**src/rtl/master_rx_deser_pkg.sv**
```systemverilog
// Shared bus definitions for the master-side receive path:
// receiver states, grant encodings and the default word width.
package master_rx_deser_pkg;

    typedef enum logic [1:0] {
        RX_IDLE  = 2'd0,
        RX_WAIT  = 2'd1,
        RX_SHIFT = 2'd2
    } rx_state_e;

    localparam logic [1:0] GRANT_M1 = 2'b01;
    localparam logic [1:0] GRANT_M2 = 2'b10;

    localparam logic [2:0] SGRANT_S1 = 3'b011;
    localparam logic [2:0] SGRANT_S2 = 3'b101;
    localparam logic [2:0] SGRANT_S3 = 3'b111;

    localparam int DEF_DATA_WIDTH = 8;

endpackage

```
**src/rtl/master_rx_deser_timeout_ctr.sv**
```systemverilog
// Wait-cycle counter: counts enabled cycles and flags the cycle in which
// the TIMEOUT-th consecutive enabled cycle occurs. Shared with the tx path.
module bus_timeout_ctr #(
    parameter int TIMEOUT = 255,
    parameter int TMO_W   = 8
) (
    input  logic clk,
    input  logic rst,
    input  logic clear,
    input  logic enable,
    output logic expired
);

    logic [TMO_W-1:0] tmo_cnt;

    always_ff @(posedge clk) begin
        if (rst || clear) begin
            tmo_cnt <= '0;
        end else if (enable) begin
            tmo_cnt <= tmo_cnt + TMO_W'(1);
        end
    end

    assign expired = enable && (tmo_cnt == TMO_W'(TIMEOUT - 1));

endmodule

```
**src/rtl/master_rx_deser.sv**
```systemverilog
// Master read-data receiver: waits for the muxed slave return path and
// deserialises one LSB-first word, flagging timeout or mid-word abort.
module master_rx_deser
    import master_rx_deser_pkg::*;
#(
    parameter int DATA_WIDTH = DEF_DATA_WIDTH,
    parameter int TIMEOUT    = 255,
    parameter int TMO_W      = 8
) (
    input  logic                  clk,
    input  logic                  rst,
    input  logic                  rx_start,
    input  logic                  slave_valid,
    input  logic                  slave_ready,
    input  logic                  tx_data,
    output logic                  rx_busy,
    output logic [DATA_WIDTH-1:0] rx_data,
    output logic                  rx_done,
    output logic                  rx_err
);

    localparam int CW = $clog2(DATA_WIDTH) + 1;

    rx_state_e             state, nxt_state;
    logic [DATA_WIDTH-1:0] shreg, nxt_shreg;
    logic [DATA_WIDTH-1:0] nxt_data;
    logic [CW-1:0]         bit_cnt, nxt_cnt;
    logic                  nxt_done, nxt_err;
    logic                  tmo_clear, tmo_en, tmo_expired;

    // Counter only runs while nobody answers; any sign of life restarts it.
    assign tmo_en    = (state == RX_WAIT) && !slave_valid && !slave_ready;
    assign tmo_clear = (state != RX_WAIT) || slave_valid || slave_ready;

    bus_timeout_ctr #(
        .TIMEOUT (TIMEOUT),
        .TMO_W   (TMO_W)
    ) u_tmo (
        .clk     (clk),
        .rst     (rst),
        .clear   (tmo_clear),
        .enable  (tmo_en),
        .expired (tmo_expired)
    );

    always_ff @(posedge clk) begin
        if (rst) begin
            state   <= RX_IDLE;
            shreg   <= '0;
            bit_cnt <= '0;
            rx_data <= '0;
            rx_done <= 1'b0;
            rx_err  <= 1'b0;
            rx_busy <= 1'b0;
        end else begin
            state   <= nxt_state;
            shreg   <= nxt_shreg;
            bit_cnt <= nxt_cnt;
            rx_data <= nxt_data;
            rx_done <= nxt_done;
            rx_err  <= nxt_err;
            rx_busy <= (nxt_state != RX_IDLE);
        end
    end

    always_comb begin
        nxt_state = state;
        nxt_shreg = shreg;
        nxt_cnt   = bit_cnt;
        nxt_data  = rx_data;
        nxt_done  = 1'b0;
        nxt_err   = 1'b0;
        unique case (state)
            RX_IDLE: begin
                if (rx_start) begin
                    nxt_state = RX_WAIT;
                    nxt_shreg = '0;
                    nxt_cnt   = '0;
                end
            end
            RX_WAIT: begin
                if (slave_valid) begin
                    nxt_shreg    = '0;
                    nxt_shreg[0] = tx_data;
                    if (DATA_WIDTH == 1) begin
                        nxt_data  = nxt_shreg;
                        nxt_done  = 1'b1;
                        nxt_state = RX_IDLE;
                    end else begin
                        nxt_cnt   = CW'(1);
                        nxt_state = RX_SHIFT;
                    end
                end else if (tmo_expired) begin
                    nxt_err   = 1'b1;
                    nxt_state = RX_IDLE;
                end
            end
            RX_SHIFT: begin
                if (slave_valid) begin
                    for (int i = 0; i < DATA_WIDTH; i++) begin
                        if (bit_cnt == CW'(i)) nxt_shreg[i] = tx_data;
                    end
                    if (bit_cnt == CW'(DATA_WIDTH - 1)) begin
                        nxt_data  = nxt_shreg;
                        nxt_done  = 1'b1;
                        nxt_state = RX_IDLE;
                    end else begin
                        nxt_cnt = bit_cnt + CW'(1);
                    end
                end else begin
                    nxt_err   = 1'b1;
                    nxt_state = RX_IDLE;
                end
            end
            default: nxt_state = RX_IDLE;
        endcase
    end

endmodule

```
**config.mk**
```make
export PLATFORM = sky130hd
export DESIGN_NAME = master_rx_deser
export DESIGN_NICKNAME = d
export VERILOG_FILES = /design/src/rtl/master_rx_deser_pkg.sv /design/src/rtl/master_rx_deser_timeout_ctr.sv /design/src/rtl/master_rx_deser.sv
export SDC_FILE = /design/constraint.sdc
export NUM_CORES = 1
export LEC_CHECK = 0
export ABC_CLOCK_PERIOD_IN_PS = 4500
export CAP_MARGIN = 25
export CELL_PAD_IN_SITES_DETAIL_PLACEMENT = 1
export CELL_PAD_IN_SITES_GLOBAL_PLACEMENT = 1
export CORE_UTILIZATION = 46
export CTS_CLUSTER_SIZE = 12
export DETAILED_ROUTE_END_ITERATION = 10
export PLACE_DENSITY = 0.83
export SYNTH_ARGS = -nofsm -noshare
export SYNTH_HDL_FRONTEND = slang
export SYNTH_HIERARCHICAL = 1
export SYNTH_SLANG_ARGS = --single-unit
export TNS_END_PERCENT = 20
```
**constraint.sdc**
```tcl
create_clock -name clk -period 4.5 [get_ports clk]
set_input_delay 0.9 -clock clk [delete_from_list [all_inputs] [get_ports clk]]
set_output_delay 0.9 -clock clk [all_outputs]
set_load 0.02 [all_outputs]
```
==> results of run 1 <==
-- per-layer routing --
layer	global-route usage [%]	vias to the layer above
met5	0	-
met4	10.5	0
li1	-	635
met1	26.8	631
met2	41.2	23
met3	6.21	8
-- cells by family (layout without fill, tap and decap cells) --
family                     Yosys count  after routing
DFF                                 32             32
buffers and inverters               16             32
xor gates and xnor gates             4              4
and+or+nand+nor                     62             62
AOI/OAI and AO/OA                   38             38
muxes                                8              8
adders and majority gates           10             10
-- stage by stage --
stage          instances  setup slack [ns]
3_3_place_gp         224              1.38
2_1_floorplan        170              2.07
5_1_grt              232              1.36
3_5_place_dp         224              1.15
4_1_cts              232              1.52
6_report             232              1.49
-- cells in the mapped netlist, drive strengths merged --
| cell | n | area, um^2 |
|---|---|---|
| dfxtp | 32 | 641 |
| nor2 | 20 | 85.1 |
| nand2 | 11 | 43.8 |
| ha | 10 | 125 |
| a211oi | 8 | 95.1 |
| mux2i | 8 | 80.1 |
| inv | 7 | 26.3 |
| o2bb2ai | 6 | 52.6 |
| a21oi | 5 | 25.0 |
| buf | 5 | 51.3 |
| nand3 | 5 | 25.0 |
| nand4 | 5 | 37.5 |
| o21ai | 5 | 25.0 |
| clkbuf | 4 | 15.0 |
| nor3b | 3 | 22.5 |
| or3 | 3 | 18.8 |
| xor2 | 3 | 26.3 |
| a21o | 2 | 15.0 |
| a31o | 2 | 17.5 |
| nor2b | 2 | 12.5 |
| nor3 | 2 | 15.0 |
| o211a | 2 | 20.0 |
| o21bai | 2 | 15.0 |
| o31ai | 2 | 15.0 |
| or2 | 2 | 12.5 |
| a2111oi | 1 | 10.0 |
| and2 | 1 | 8.76 |
| and2b | 1 | 10.0 |
| and3 | 1 | 6.26 |
| and3b | 1 | 8.76 |
| and4b | 1 | 13.8 |
| nand2b | 1 | 6.26 |
| nand4bb | 1 | 11.3 |
| nor4 | 1 | 21.3 |
| nor4b | 1 | 8.76 |
| o211ai | 1 | 7.51 |
| o21a | 1 | 7.51 |
| o21ba | 1 | 10.0 |
| xnor2 | 1 | 8.76 |
-- final timing paths --
| path | start | end | slack [ns] | depth (start not counted) |
|---|---|---|---|---|
| worst max-delay path | slave_valid | rx_busy | 1.49 | 10 |
| worst min-delay path | shreg[5] | shreg[5] | 0.48 | 1 |
| worst max register to register | state[1] | rx_busy | 1.93 | 11 |
| worst min register to register | shreg[5] | shreg[5] | 0.48 | 1 |
-- power groups by stage --
stage / registers (mW) / clock network (mW) / logic (mW)
2_1_floorplan: 0.302 / 0 / 0.0526
3_3_place_gp: 0.300 / 0 / 0.0728
3_5_place_dp: 0.301 / 0 / 0.0776
4_1_cts: 0.294 / 0.181 / 0.0782
5_1_grt: 0.295 / 0.194 / 0.0848
6_report: 0.294 / 0.176 / 0.0779
-- sequential cells by signal, summed over array words and instances, names as in the netlist --
register,count
rx_done,1
rx_busy,1
shreg,7
bit_cnt,4
rx_err,1
rx_data,8
u_tmo/tmo_cnt,8
state,2
-- area by class of cell --
| type | count | share of cell area, % |
|---|---|---|
| Multi-Input combinational cell | 122 | 49.2 |
| Sequential cell | 32 | 34.1 |
| Timing Repair Buffer | 17 | 8.93 |
| Tap cell | 46 | 3.07 |
| Clock buffer | 6 | 2.73 |
| Inverter | 7 | 1.40 |
| Clock inverter | 2 | 0.533 |
==> results.yml, run 1 <==
timing:
  setup_violations: 0
  post-route-period-util_pct: 66.8
  rsz0062_at_grt: "false"
  relSlewSlack_pct: 67.2
  clock_skew_ns: 0.00637
  drv_slew: 0
  period_needed_ns: 3.01
  finalHoldViolCount: 0
  worst_pin_slew_ns: 0.490
  hold-worst-slack_ns: 0.476
  max_freq_ghz: 0.333
  final.setup.tns_ns: 0
place:
  placed_cell_area_um2: 1820
  place_congestion: 0.843
  io_buffers: 16
  dp_hpwl_um: 2930
critical_path:
  path_max_fanout: 8
  crit_required_ns: 4.73
  cp_slowest_cell: "clkdlybuf4s50_1"
  cp.arrival_ns: 3.23
  cpLargestDelayFamily: "simple AND/OR/NAND/NOR gates"
  critical_path_class: "in2reg"
  cp-end-kind: "flop"
  start_kind: "input port"
  max_stage_delay_ns: 0.55
  path_buf_inv: 2
  path_cells: "clkdlybuf4s50_1 > nand2b_1 > or2_2 > inv_1 > nand4_1 > nor2_1 > nor2b_1 > o211a_1 > a31o_2 > o21bai_1"
cells_and_area:
  final_util_pct: 55.4
  nNetsFinal: 201
  design_area_um2: 1880
  mostFrequentLayoutCell: "dfxtp_1"
  fill_cells: 385
  seqCellArea_um2: 641
  diodes: 0
  drive_above_1_share_pct: 16.7
  syn2layout_area_growth_pct: 13.3
  final_cell_mix: "dfxtp_1, nor2_1, clkdlybuf4s50_1"
  multi_input_area_um2: 923
power:
  power_frac_seq_pct: 53.7
  p_per_area_nw_per_um2: 292
  switching_share_pct: 27.7
  peakVddDrop_v: 0.000135
  p_leak_nw: 0.723
  total_power_mw: 0.548
  pwr-share-comb_pct: 14.2
  internal_power_mw: 0.396
  p_sw_mw: 0.152
  clkPwrFrac_pct: 32.1
logic_synthesis:
  synth_top_family_by_area: "simple AND/OR/NAND/NOR gates"
  ys_seq_elements: 32
  netlist_area_um2: 1660
  ys_seq_area_share_pct: 38.7
  synth_mux_area_share_pct: 4.83
  syn_nets: 186
  synthAdderAreaFrac_pct: 7.55
  synth-simple-area-share_pct: 22.2
  yosysUniqueCellTypes: 49
  synth_compound_area_share_pct: 19.0
  syn-instance-count: 170
  syn_avg_cell_area_um2: 9.74
  yosysWarnings: 6
  synth_xor_area_share_pct: 2.11
floorplanning:
  coreArea_um2: 3390
  ioPinCount: 17
  die_h_um: 62.0
  initial_core_util_pct: 48.9
  dieArea_um2: 3850
  rows: 21
  die_w_um: 62.0
clock_network:
  cts_root_buf: "clkbuf_4"
  cts_buffers: 5
  post_cts.repair.setup_buffers: 0
  clk_latency_ns: 0.34
  cts_htree_levels: 2
  clkSinkCount: 32
  cts_resized: 0
  clock_path_buffers: 2
  cts_tree: "built"
  clkTransAtPathRegs_ns: 0.10
  postCtsHoldBufs: 0
routing:
  wl_per_cell_um: 16.4
  drc: 0
  drt_iter0_drc: 62
  num_vias: 1297
  met3_length_um: 108
  wl_met1_um: 1630
  highest_layer: "met4"
  drtPass1Iterations: 4
  vias_per_cell: 5.59
  route.met2.wl_um: 2010
  ant_nets: 0
  wl_um: 3810
global_route:
  grt_overflow: 0
  grt_usage_pct: 23.6
  antenna_found_initial: 0
  grt_pass1_wl_um: 6380
  grt_max_degree: 18
  grt_pass1_vias: 1304
worst_hold_path:
  hold_class: "reg2reg"
flow_run:
  cap_violations: 0
outcome:
  status: "complete, no violations"
Power figures use the tool's default switching activity.
==> run 2, diff against run 1 <==
- ABC_CLOCK_PERIOD_IN_PS: 4500 -> 2600
- CORE_UTILIZATION: 46 -> 39
- PLACE_DENSITY: 0.83 -> 0.75
- clock period: 4.5 -> 2.6 ns (I/O delays scaled with it)
==> results.yml, run 2 (synthesis gave the netlist of run 1 again) <==
cells_and_area:
  fill_cells: 465
  final_util_pct: 48.9
  multi_input_area_um2: 923
  mostFrequentLayoutCell: "dfxtp_1"
  reg_top3: "rx_data x8, u_tmo/tmo_cnt x8, shreg x7"
  diodes: 0
  syn2layout_area_growth_pct: 18.9
  seqCellArea_um2: 641
  drive_above_1_share_pct: 18.0
  design_area_um2: 1970
  final_cell_mix: "dfxtp_1, nor2_1, clkdlybuf4s50_1"
  nNetsFinal: 204
clock_network:
  post_cts.repair.setup_buffers: 0
  clkSinkCount: 32
  clkTransAtPathRegs_ns: 0.07
  cts_buffers: 5
  cts_root_buf: "clkbuf_8"
  clock_path_buffers: 2
  cts_htree_levels: 2
  cts_tree: "built"
  clk_latency_ns: 0.28
  postCtsHoldBufs: 0
  cts_resized: 0
timing:
  post-route-period-util_pct: 86.1
  max_freq_ghz: 0.447
  relSlewSlack_pct: 69.3
  layout_setup_ws_ns: 0.361
  worst_pin_slew_ns: 0.459
  period_needed_ns: 2.24
  drv_slew: 0
  hold-worst-slack_ns: 0.466
  setup_violations: 0
  clock_skew_ns: 0.00652
  rsz0062_at_grt: "false"
  finalHoldViolCount: 0
  final.setup.tns_ns: 0
worst_hold_path:
  min_path_cells: 1
  hold_class: "reg2reg"
routing:
  wl_um: 3790
  drtPass1Iterations: 4
  ant_nets: 0
  drc: 0
  num_vias: 1284
  vias_per_cell: 5.37
  wl_per_cell_um: 15.8
  drt_iter0_drc: 31
place:
  place_congestion: 0.810
  io_buffers: 16
  dp_hpwl_um: 2670
  placed_cell_area_um2: 1840
  pre_cts_slack_ns: 0.108
power:
  peakVddDrop_v: 0.000290
  p_leak_nw: 0.763
  p_per_area_nw_per_um2: 594
critical_path:
  path_max_fanout: 6
  cp-end-kind: "flop"
  reg2reg_setup_slack_ns: 0.36
  cpMostUsedCell: "inv_1"
  ff2ff_path_depth: 11
  cp_slowest_cell: "dfxtp_1"
  path_cells: "inv_1 > ha_1 > nand2b_1 > or2_2 > inv_1 > nand4_1 > nor2_1 > nor2b_1 > o211a_1 > a31o_2 > o21bai_1"
  max_stage_delay_ns: 0.36
  crit_required_ns: 2.76
  critical_path_class: "reg2reg"
  cp.arrival_ns: 2.40
  start_kind: "flop"
global_route:
  grt_overflow: 0
  grt_pass1_wl_um: 6370
  grt_max_degree: 17
  antenna_found_initial: 0
  grt_pass1_vias: 1344
  grt_usage_pct: 18.9
floorplanning:
  coreArea_um2: 4030
  die_h_um: 67.2
  dieArea_um2: 4510
  die_w_um: 67.2
  rows: 23
  initial_core_util_pct: 41.1
  ioPinCount: 17
outcome:
  status: "complete, no violations"
flow_run:
  cap_violations: 0
-- run 2: changes by cell type in the layout (fill, tap and decap cells not counted) --
cell,change
buf_4,+3
bufinv_16,+1
clkbuf_4,-5
clkbuf_8,+6
clkinv_2,-2
-- run 2: metrics by stage --
step	power (mW)	cells
global route	1.21	239
detailed placement	0.655	231
floorplan	0.613	170
finish	1.17	239
global placement	0.650	231
CTS	1.18	239
-- run 2: path summary, 6_finish.rpt --
path              startpoint       end
setup / recovery    state[1]   rx_busy
hold / removal      shreg[4]  shreg[4]
hold reg to reg     shreg[4]  shreg[4]
setup reg to reg    state[1]   rx_busy
-- run 2: critical path: cells and delay by family, from the launching register on --
kind / cells / cell delay, ns
buffers and inverters: 2 / 0.17
and+or+nand+nor: 5 / 0.74
AOI/OAI and AO/OA: 3 / 0.57
adders and majority gates: 1 / 0.29
DFF: 1 / 0.36
-- run 2: final cells by class --
| type | instances | share of cell area, % |
|---|---|---|
| multi-input combinational | 122 | 46.9 |
| sequential | 32 | 32.5 |
| timing repair buffer | 20 | 9.66 |
| clock buffer | 7 | 4.89 |
| tap | 50 | 3.18 |
| clock inverter | 1 | 1.52 |
| inverter | 7 | 1.33 |
-- run 2: metal layers --
metal | global-route usage [%] | vias up | part of all wire, %
met5 | 0 | - | 0
met4 | 6.12 | 0 | 0.50
met3 | 4.22 | 2 | 2.6
met2 | 32.8 | 15 | 51
met1 | 22.9 | 628 | 46
li1 | - | 639 | -
-- run 2: where the power goes --
part           internal [mW]  total [mW]  switching (mW)
clock network          0.338       0.525           0.187
registers              0.500       0.508         0.00742
logic                 0.0589       0.137          0.0776
total                  0.897        1.17           0.272
